--- config.mk ---
export PLATFORM = sky130hd
export DESIGN_NAME = fetch_queue_flat
export DESIGN_NICKNAME = d
export VERILOG_FILES = /design/src/rtl/fetch_queue_if.sv /design/src/rtl/fetch_queue.sv /design/src/flat_wrapper.sv
export SDC_FILE = /design/constraint.sdc
export NUM_CORES = 1
export LEC_CHECK = 0
export CORE_MARGIN = 2
export CORE_UTILIZATION = 44
export CTS_CLUSTER_DIAMETER = 100
export DETAILED_ROUTE_END_ITERATION = 10
export PLACE_DENSITY_LB_ADDON = 0.15
export SLEW_MARGIN = 20
export SYNTH_ARGS = -nofsm -noshare
export SYNTH_HDL_FRONTEND = slang
export SYNTH_SLANG_ARGS = --single-unit
--- constraint.sdc ---
create_clock -name clk -period 6.3 [get_ports clk]
set_clock_uncertainty 0.05 [all_clocks]
set_input_delay 0.945 -clock clk [delete_from_list [all_inputs] [get_ports clk]]
set_output_delay 0.945 -clock clk [all_outputs]
set_load 0.02 [all_outputs]
--- src/rtl/fetch_queue_if.sv ---
// Fetch-queue handshake bundle: instruction-memory port, consumer port, redirect and perf counter.
// The design drives the slave side; the memory model and consumer use the master side.
interface fetch_queue_if #(
  parameter int FETCH_WIDTH = 2
);
  logic                      kill;
  logic [31:0]               redirect_pc;
  logic                      imem_req;
  logic [31:0]               imem_addr;
  logic [32*FETCH_WIDTH-1:0] imem_rdata;
  logic                      out_valid;
  logic                      out_ready;
  logic [31:0]               out_inst;
  logic [31:0]               out_pc;
  logic [31:0]               stall_cycles;

  modport slave (
    input  kill, redirect_pc, imem_rdata, out_ready,
    output imem_req, imem_addr, out_valid, out_inst, out_pc, stall_cycles
  );

  modport master (
    output kill, redirect_pc, imem_rdata, out_ready,
    input  imem_req, imem_addr, out_valid, out_inst, out_pc, stall_cycles
  );
endinterface

--- src/rtl/fetch_queue.sv ---
// Instruction fetch unit with a circular instruction queue, kill/redirect and block-aligned fetch.
// Optional macro FETCH_PERF_CNT_EN enables the fetch-starvation counter on stall_cycles.
module fetch_queue #(
  parameter int          FETCH_WIDTH = 2,
  parameter int          QUEUE_DEPTH = 4,
  parameter logic [31:0] RESET_PC    = 32'h0000_0000
) (
  input  logic          clk,
  input  logic          reset_n,
  fetch_queue_if.slave  bus
);

  localparam int BLK_BYTES = 4 * FETCH_WIDTH;
  localparam int BLK_BITS  = $clog2(BLK_BYTES);
  localparam int PTR_W     = $clog2(QUEUE_DEPTH);
  localparam int CNT_W     = PTR_W + 1;

  typedef logic [CNT_W-1:0] cnt_t;
  typedef logic [PTR_W-1:0] ptr_t;

  localparam cnt_t        FW_C     = cnt_t'(FETCH_WIDTH);
  localparam cnt_t        QD_C     = cnt_t'(QUEUE_DEPTH);
  localparam logic [31:0] BLK_MASK = ~(32'(BLK_BYTES) - 32'd1);

  logic [31:0] r_pc;
  logic [31:0] r_req_addr;
  logic        r_inflight;
  cnt_t        r_off;
  ptr_t        r_head;
  ptr_t        r_tail;
  cnt_t        r_count;
  logic [31:0] r_inst [QUEUE_DEPTH];
  logic [31:0] r_qpc  [QUEUE_DEPTH];

  logic [31:0] w_addr;
  cnt_t        w_off;
  cnt_t        w_inflight_lanes;
  cnt_t        w_free;
  logic        w_req;
  logic        w_enq;
  cnt_t        w_enq_lanes;
  logic        w_valid;
  logic        w_deq;

  assign w_addr           = r_pc & BLK_MASK;
  assign w_off            = cnt_t'(r_pc[BLK_BITS-1:0] >> 2);
  // Reserving room for the outstanding lanes up front is what makes overflow impossible.
  assign w_inflight_lanes = r_inflight ? (FW_C - r_off) : '0;
  assign w_free           = QD_C - r_count - w_inflight_lanes;
  assign w_req            = reset_n && !bus.kill && (w_free >= FW_C);
  assign w_enq            = r_inflight && !bus.kill;
  assign w_enq_lanes      = w_enq ? (FW_C - r_off) : '0;
  assign w_valid          = (r_count != '0) && !bus.kill;
  assign w_deq            = w_valid && bus.out_ready;

  assign bus.imem_req  = w_req;
  assign bus.imem_addr = w_addr;
  assign bus.out_valid = w_valid;
  assign bus.out_inst  = r_inst[r_head];
  assign bus.out_pc    = r_qpc[r_head];

  // NOTE: all state uses non-blocking assignments so every register sees pre-edge values.
  always_ff @(posedge clk or negedge reset_n) begin
    if (!reset_n) begin
      r_pc       <= RESET_PC;
      r_req_addr <= '0;
      r_inflight <= 1'b0;
      r_off      <= '0;
      r_head     <= '0;
      r_tail     <= '0;
      r_count    <= '0;
    end else if (bus.kill) begin
      r_pc       <= bus.redirect_pc;
      r_inflight <= 1'b0;
      r_head     <= '0;
      r_tail     <= '0;
      r_count    <= '0;
    end else begin
      r_inflight <= w_req;
      if (w_req) begin
        r_pc       <= w_addr + 32'(BLK_BYTES);
        r_req_addr <= w_addr;
        r_off      <= w_off;
      end
      r_tail  <= r_tail + w_enq_lanes[PTR_W-1:0];
      r_head  <= r_head + ptr_t'(w_deq);
      r_count <= r_count + w_enq_lanes - cnt_t'(w_deq);
    end
  end

  // NOTE: queue storage has no reset; count and pointers alone decide which entries are live.
  always_ff @(posedge clk) begin
    if (w_enq) begin
      for (int l = 0; l < FETCH_WIDTH; l++) begin
        if (cnt_t'(l) >= r_off) begin
          r_inst[r_tail + ptr_t'(l) - r_off[PTR_W-1:0]] <= bus.imem_rdata[32*l +: 32];
          r_qpc[r_tail + ptr_t'(l) - r_off[PTR_W-1:0]]  <= r_req_addr + 32'(4 * l);
        end
      end
    end
  end

`ifdef FETCH_PERF_CNT_EN
  logic [31:0] r_stall;

  // Counts consumer-ready cycles with nothing to hand over; survives kill, cleared only by reset.
  always_ff @(posedge clk or negedge reset_n) begin
    if (!reset_n) begin
      r_stall <= '0;
    end else if (bus.out_ready && !w_valid && !bus.kill) begin
      r_stall <= r_stall + 32'd1;
    end
  end

  assign bus.stall_cycles = r_stall;
`else
  assign bus.stall_cycles = '0;
`endif

endmodule

--- src/flat_wrapper.sv ---
// flat-port wrapper written by rule: the top's interface ports become plain ports
module fetch_queue_flat 
#(
  parameter int          FETCH_WIDTH = 2,
  parameter int          QUEUE_DEPTH = 4,
  parameter logic [31:0] RESET_PC    = 32'h0000_0000
)
  (clk, reset_n, bus_kill, bus_redirect_pc, bus_imem_rdata, bus_out_ready, bus_imem_req, bus_imem_addr, bus_out_valid, bus_out_inst, bus_out_pc, bus_stall_cycles);
  fetch_queue_if #(.FETCH_WIDTH(FETCH_WIDTH)) bus_i ();
  input  logic clk;
  input  logic reset_n;
  input wire logic [$bits(bus_i.kill)-1:0] bus_kill;
  input wire logic [$bits(bus_i.redirect_pc)-1:0] bus_redirect_pc;
  input wire logic [$bits(bus_i.imem_rdata)-1:0] bus_imem_rdata;
  input wire logic [$bits(bus_i.out_ready)-1:0] bus_out_ready;
  output wire logic [$bits(bus_i.imem_req)-1:0] bus_imem_req;
  output wire logic [$bits(bus_i.imem_addr)-1:0] bus_imem_addr;
  output wire logic [$bits(bus_i.out_valid)-1:0] bus_out_valid;
  output wire logic [$bits(bus_i.out_inst)-1:0] bus_out_inst;
  output wire logic [$bits(bus_i.out_pc)-1:0] bus_out_pc;
  output wire logic [$bits(bus_i.stall_cycles)-1:0] bus_stall_cycles;
  assign bus_i.kill = bus_kill;
  assign bus_i.redirect_pc = bus_redirect_pc;
  assign bus_i.imem_rdata = bus_imem_rdata;
  assign bus_i.out_ready = bus_out_ready;
  assign bus_imem_req = bus_i.imem_req;
  assign bus_imem_addr = bus_i.imem_addr;
  assign bus_out_valid = bus_i.out_valid;
  assign bus_out_inst = bus_i.out_inst;
  assign bus_out_pc = bus_i.out_pc;
  assign bus_stall_cycles = bus_i.stall_cycles;
  fetch_queue #(.FETCH_WIDTH(FETCH_WIDTH), .QUEUE_DEPTH(QUEUE_DEPTH), .RESET_PC(RESET_PC)) u_core (.clk(clk), .reset_n(reset_n), .bus(bus_i));
endmodule
Yosys cells after proc, flatten, opt, wreduce, memory -nomap -nowiden
Memory sizes are Yosys's and may differ from the RTL's.
Index checks and enable logic that the tools add are counted.
- add/subtract/negate cells: 12
- multipliers: 0
- div/mod/pow operators: 0
- order comparisons: 3
- eq/ne operators: 0
- shift-type cells: 0
- muxes and demuxes: 14
- bitwise operators: 1
- reductions and logical operators: 9
- operators with widths (kind ; number):
    32-bit 2-to-1 mux ; 2
    32-bit by 3-bit adder with 32-bit output (second input constant) ; 1
    32-bit by 4-bit adder with 32-bit output (second input constant) ; 1
    3-bit 2-to-1 mux ; 3
    1-bit 2-to-1 mux ; 7
    1-bit logical AND ; 5
    2-bit 2-to-1 mux ; 2
    2-bit by 1-bit subtractor with 2-bit output ; 2
    3-bit adder ; 1
    3-bit by 2-bit >= comparator with 1-bit output (second input constant) ; 1
    3-bit nonzero test ; 1
    2-bit by 1-bit subtractor with 3-bit output (first input constant) ; 1
    3-bit by 1-bit subtractor with 3-bit output ; 1
    3-bit subtractor ; 1
    3-bit subtractor (first input constant) ; 1
    2-bit by 1-bit adder with 2-bit output ; 1
    2-bit by 1-bit adder with 2-bit output (second input constant) ; 1
    2-bit adder ; 1
    1-bit >= comparator (first input constant) ; 2
    2-bit AND reduction ; 1
    2-bit nonzero test ; 1
    1-bit logical NOT ; 1
    1-bit NOT ; 1
- flip-flop bits (word level): 70
- latch bits: 0
- bits in writable memories: 256
- memory bits (read-only): 0
- input bits: 100
- output and inout bits: 130
- memories: 2
- memory list (name ; words ; bits a word ; read ports ; clocked after Yosys merged registers in ; wr ports ; line ; RTL):
    u_core.r_inst ; 4 ; 32 ; 1 ; 0 ; 2 ; fetch_queue.sv:32 ; logic [31:0] r_inst [QUEUE_DEPTH];
    u_core.r_qpc ; 4 ; 32 ; 1 ; 0 ; 2 ; fetch_queue.sv:33 ; logic [31:0] r_qpc [QUEUE_DEPTH];

Depth between registers and ports, before layout
- depth in word-level cells: 7
- depth in mapped cells: 13
- mapped depth without buffers: 10

Worst setup path after synthesis
OpenSTA, ideal clock, no wires.
- path type: flip-flop to flip-flop
- start point: register u_core.r_off[0]
- end point: memory u_core.r_inst[1][0], enable pin
- setup time: 446 ps
- arrival: 3250 ps
- data required time: 5804 ps
- path slack: 2554 ps
- stages on the path, launching flop included: 8
- period minus slack after synthesis: 3746 ps
- path through: dfrtp_1 -> clkbuf_1 -> inv_1 -> ha_1 -> xnor2_1 -> a22oi_1 -> nor2_1 -> clkbuf_1
- RTL lines (item ; line ; RTL):
    from (decl) ; fetch_queue.sv:28 ; cnt_t r_off;
    from (signal assigned) ; fetch_queue.sv:83 ; r_off <= w_off;
    to (decl) ; fetch_queue.sv:32 ;

Worst setup path after layout
- start point: register u_core.r_off[0]
- end point: output bus_imem_req
- cells in the longest elaborated chain, start to end: 5
- ends and longest elaborated chain (item ; line ; RTL):
    2-bit by 1-bit subtractor with 3-bit output ; fetch_queue.sv:48 ; assign w_inflight_lanes = r_inflight ? (FW_C - r_off) : '0;
    3-bit 2-to-1 mux ; fetch_queue.sv:48 ;
    3-bit subtractor ; fetch_queue.sv:49 ; assign w_free = QD_C - r_count - w_inflight_lanes;
    3-bit by 2-bit >= comparator with 1-bit output ; fetch_queue.sv:50 ; assign w_req = reset_n && !bus.kill && (w_free >= FW_C);
    1-bit logical AND ; fetch_queue.sv:50 ;
    to (decl) ; flat_wrapper.sv:16 ; output wire logic [$bits(bus_i.imem_req)-1:0] bus_imem_req;
No other way between the ends.

==> summary.txt <==
Logic synthesis
  – Main synth FF type: edfxtp_1
  – Syn Inst Count: 1058
  – Share of the synthesized area in the top cell type: 0.481
  – Post-Syn Area per Cell: 14.4 µm²
  – Largest area contributor in the netlist: edfxtp_1
  – Synth warn: 0
  – Area contributors post-synth: edfxtp_1 48%, dfrtp_1 11%, mux2_2 9.5%
  – Post-synth EDFFs: ~240
  – Post-synthesis cell type count: 48
  – Sequential share of the synthesized area: 0.597
  – Count of state elements after synthesis: approximately 320
  – Most common cell in the netlist: edfxtp_1
  – Post-Syn Area: approximately 15000 µm²
  – Top post-synthesis cells by count: 244 x edfxtp_1, 129 x mux2_2, 123 x nand2_1
  – Synth async-reset ratio: 0.215

Timing
  – RSZ-0062 raised after global routing: no
  – Hold Violations, Final: 0
  – Final setup viols: 0
  – Rel. slew slack: 0.281
  – Final hold slack: around 0.4 ns
  – Max Slew Vio Count: 0
  – Fin crit period: about 4.6 ns
  – Period utilisation layout: 0.731
  – Actual slew at the worst max-slew pin: 1.08 ns
  – Setup_tns: 0 ns
  – Max Fclk: 217 MHz

Pwr
  – Sequential Power Share: 0.436
  – Total Power: 6.32 mW
  – Leak: 6.72 nW
  – Net Sw Frac: 0.299
  – PD cells: about 340 nW/µm²
  – NetSw: 1.89 mW
  – Pint: 4.43 mW
  – VDD IR-drop max: around 0.17 mV
  – Comb pwr share: 0.251
  – Clock share of power: 0.313

Global route
  – Largest net degree at the start of global routing: 75
  – First-pass GRT wire length: 51900 µm
  – Grt ovf: 0
  – Vias in the first global route: 9063
  – Initial antenna violation count: 2
  – Gr usage total: 0.188

Finish
  – Nets@finish: 1328
  – Share of layout cells above drive strength 1: 0.222
  – Fill cell count: 2881
  – Post-route insts no fill: 1702
  – Area delta synth->final: 20.8%

Drt
  – Via count: around 8600
  – Antenna-violating nets left: 0
  – DR DRC count: 0
  – DR pass1 iterations: 4
  – DR WL/cell: 19.6 µm
  – Final wirelength: 33300 µm
  – Via/cell ratio: 5.05
  – Starting DRT DRC Count: a little over 500

CTS
  – Sink Count: 316
  – Worst skew pair latency: 0.51 ns
  – Clk pin slew, worst setup/hold paths: 0.06 ns
  – # hold bufs at CTS: 0
  – Max Root-Sink Buffers: 3
  – # H-tree levels: 2
  – Root Driver: clkbuf_16
  – Post-cts resize count: 0
  – CTS tree: done
  – Num CTS Buffers: 37
  – Post-CTS setup buffers: 0

Place
  – IO buf count: 190
  – GP Congestion: 0.749
  – # placed instances: around 1600
  – Hpwl dp: between 15000 and 20000 µm

Critical path
  – Crit path DAT: between 3 and 4 ns
  – Crit Path Class: flop to output pin
  – Setup crit end kind: output pin
  – CP max FO: 27
  – Worst EP required: 5.30 ns
  – R2R cell count: 10
  – CP Launch Type: flop

Run status
  – Outcome: complete, no violations

Die
  – Die Ht: 190 µm
  – Top-Level Pins: 230
  – Core outline area: 34400 µm²
  – Row cnt: 68
  – Initial Utilization: 0.444
  – Die Wd: 190 µm
  – Die ar.: 36200 µm²

Run
  – Max-Cap Viols: 0

Hold path
  – Hold depth: 2
  – Worst hold path type: flop to flop
==> flip-flops by register name (all words and copies together), names as in the netlist <==
| signal | flops |
|---|---|
| u_core.r_count | 3 |
| u_core.r_inst | 128 |
| u_core.r_qpc | 120 |
| u_core.r_head | 2 |
| u_core.r_pc | 30 |
| u_core.r_inflight | 1 |
| u_core.r_tail | 2 |
| u_core.r_req_addr | 29 |
| u_core.r_off | 1 |
==> final timing paths <==
| check | start | end | slack [ns] |
|---|---|---|---|
| max | u_core.r_off[0] | bus_imem_req | 1.70 |
| min reg2reg | u_core.r_qpc[2][2] | u_core.r_qpc[2][2] | 0.40 |
| max reg2reg | u_core.r_off[0] | u_core.r_req_addr[11] | 3.21 |
| min in group asynchronous | reset_n | u_core.r_pc[3] | 0.67 |
| min | u_core.r_qpc[2][2] | u_core.r_qpc[2][2] | 0.40 |
| max in group asynchronous | reset_n | u_core.r_head[1] | 4.86 |
==> cells by family after synthesis <==
| logic type | count (synthesis) | synth area share |
|---|---|---|
| DFF | 316 | 0.597 |
| muxes | 192 | 0.187 |
| other | 1 | 0.000246 |
| AOI/OAI and AO/OA | 48 | 0.0185 |
| adders and majority gates | 11 | 0.00952 |
| xor gates and xnor gates | 38 | 0.0229 |
| and+or+nand+nor | 314 | 0.110 |
| buffers and inverters | 138 | 0.0539 |
==> metal layers <==
| layer | part of all wire | up-vias | routed length, µm | global-route usage |
|---|---|---|---|---|
| li1 | - | 4090 | - | - |
| met1 | 0.44 | 4218 | 14500 | 0.253 |
| met2 | 0.48 | 238 | 16100 | 0.314 |
| met3 | 0.060 | 44 | 1980 | 0.0343 |
| met4 | 0.021 | 4 | 696 | 0.0528 |
| met5 | 0.00084 | - | 28 | 0 |
==> through the flow <==
step | utilization | setup WS (ns) | instance area (µm²)
after floorplan | - | 2.55 | 15400
after global routing | 0.536 | 1.52 | 18400
after CTS | 0.535 | 1.67 | 18400
after detailed placement | 0.502 | 2.23 | 17300
after global placement | 0.502 | 2.24 | 17300
final | 0.536 | 1.70 | 18400
==> power by group through the flow <==
stage / Clock, mW / Combinational [mW] / Sequential, mW
floorplan: 0 / 1.13 / 2.71
CTS: 2.03 / 1.58 / 2.80
detailed placement: 0 / 1.57 / 2.84
finish: 1.98 / 1.59 / 2.76
global placement: 0 / 1.55 / 2.83
global route: 2.12 / 1.73 / 2.80
==> cells in the final DEF, fill, tap and decap left out, types with 6 or more instances in the layout <==
cell and instances:
edfxtp_1 244, clkdlybuf4s50_1 188, mux2_2 129, nand2_1 123, and2_1 119, dfrtp_1 66, mux4_2 62, clkbuf_16 39
conb_1 37, xnor2_1 29, o21ai_0 20, o21ai_1 18, nor2_1 16, inv_1 15, buf_4 15, clkbuf_1 12
ha_1 10, clkinv_1 10, xor2_1 8, nand3_1 8, nor2_4 6, nor3_1 6, and4_1 6
==> worst max-delay path: stages, from the launching register on <==
cell,delay (ns)
dfrtp_1,0.52
nor2b_1,0.09
ha_1,0.28
inv_1,0.04
ha_1,0.19
xor3_2,0.28
o21ai_2,0.70
or2_1,0.26
inv_4,0.15
clkdlybuf4s50_1,0.58
==> final cells by class <==
| cell class | count | area (µm²) | area share |
|---|---|---|---|
| Tap cell | 455 | 569 | 0.0309 |
| Clock buffer | 54 | 1060 | 0.0577 |
| Antenna cell | 1 | 2.50 | 0.000136 |
| Timing Repair Buffer | 206 | 2050 | 0.111 |
| Inverter | 16 | 62.6 | 0.00340 |
| Clock inverter | 14 | 63.8 | 0.00346 |
| Sequential cell | 316 | 9120 | 0.495 |
| Multi-Input combinational cell | 640 | 5500 | 0.298 |
Power figures use the tool's default switching activity.
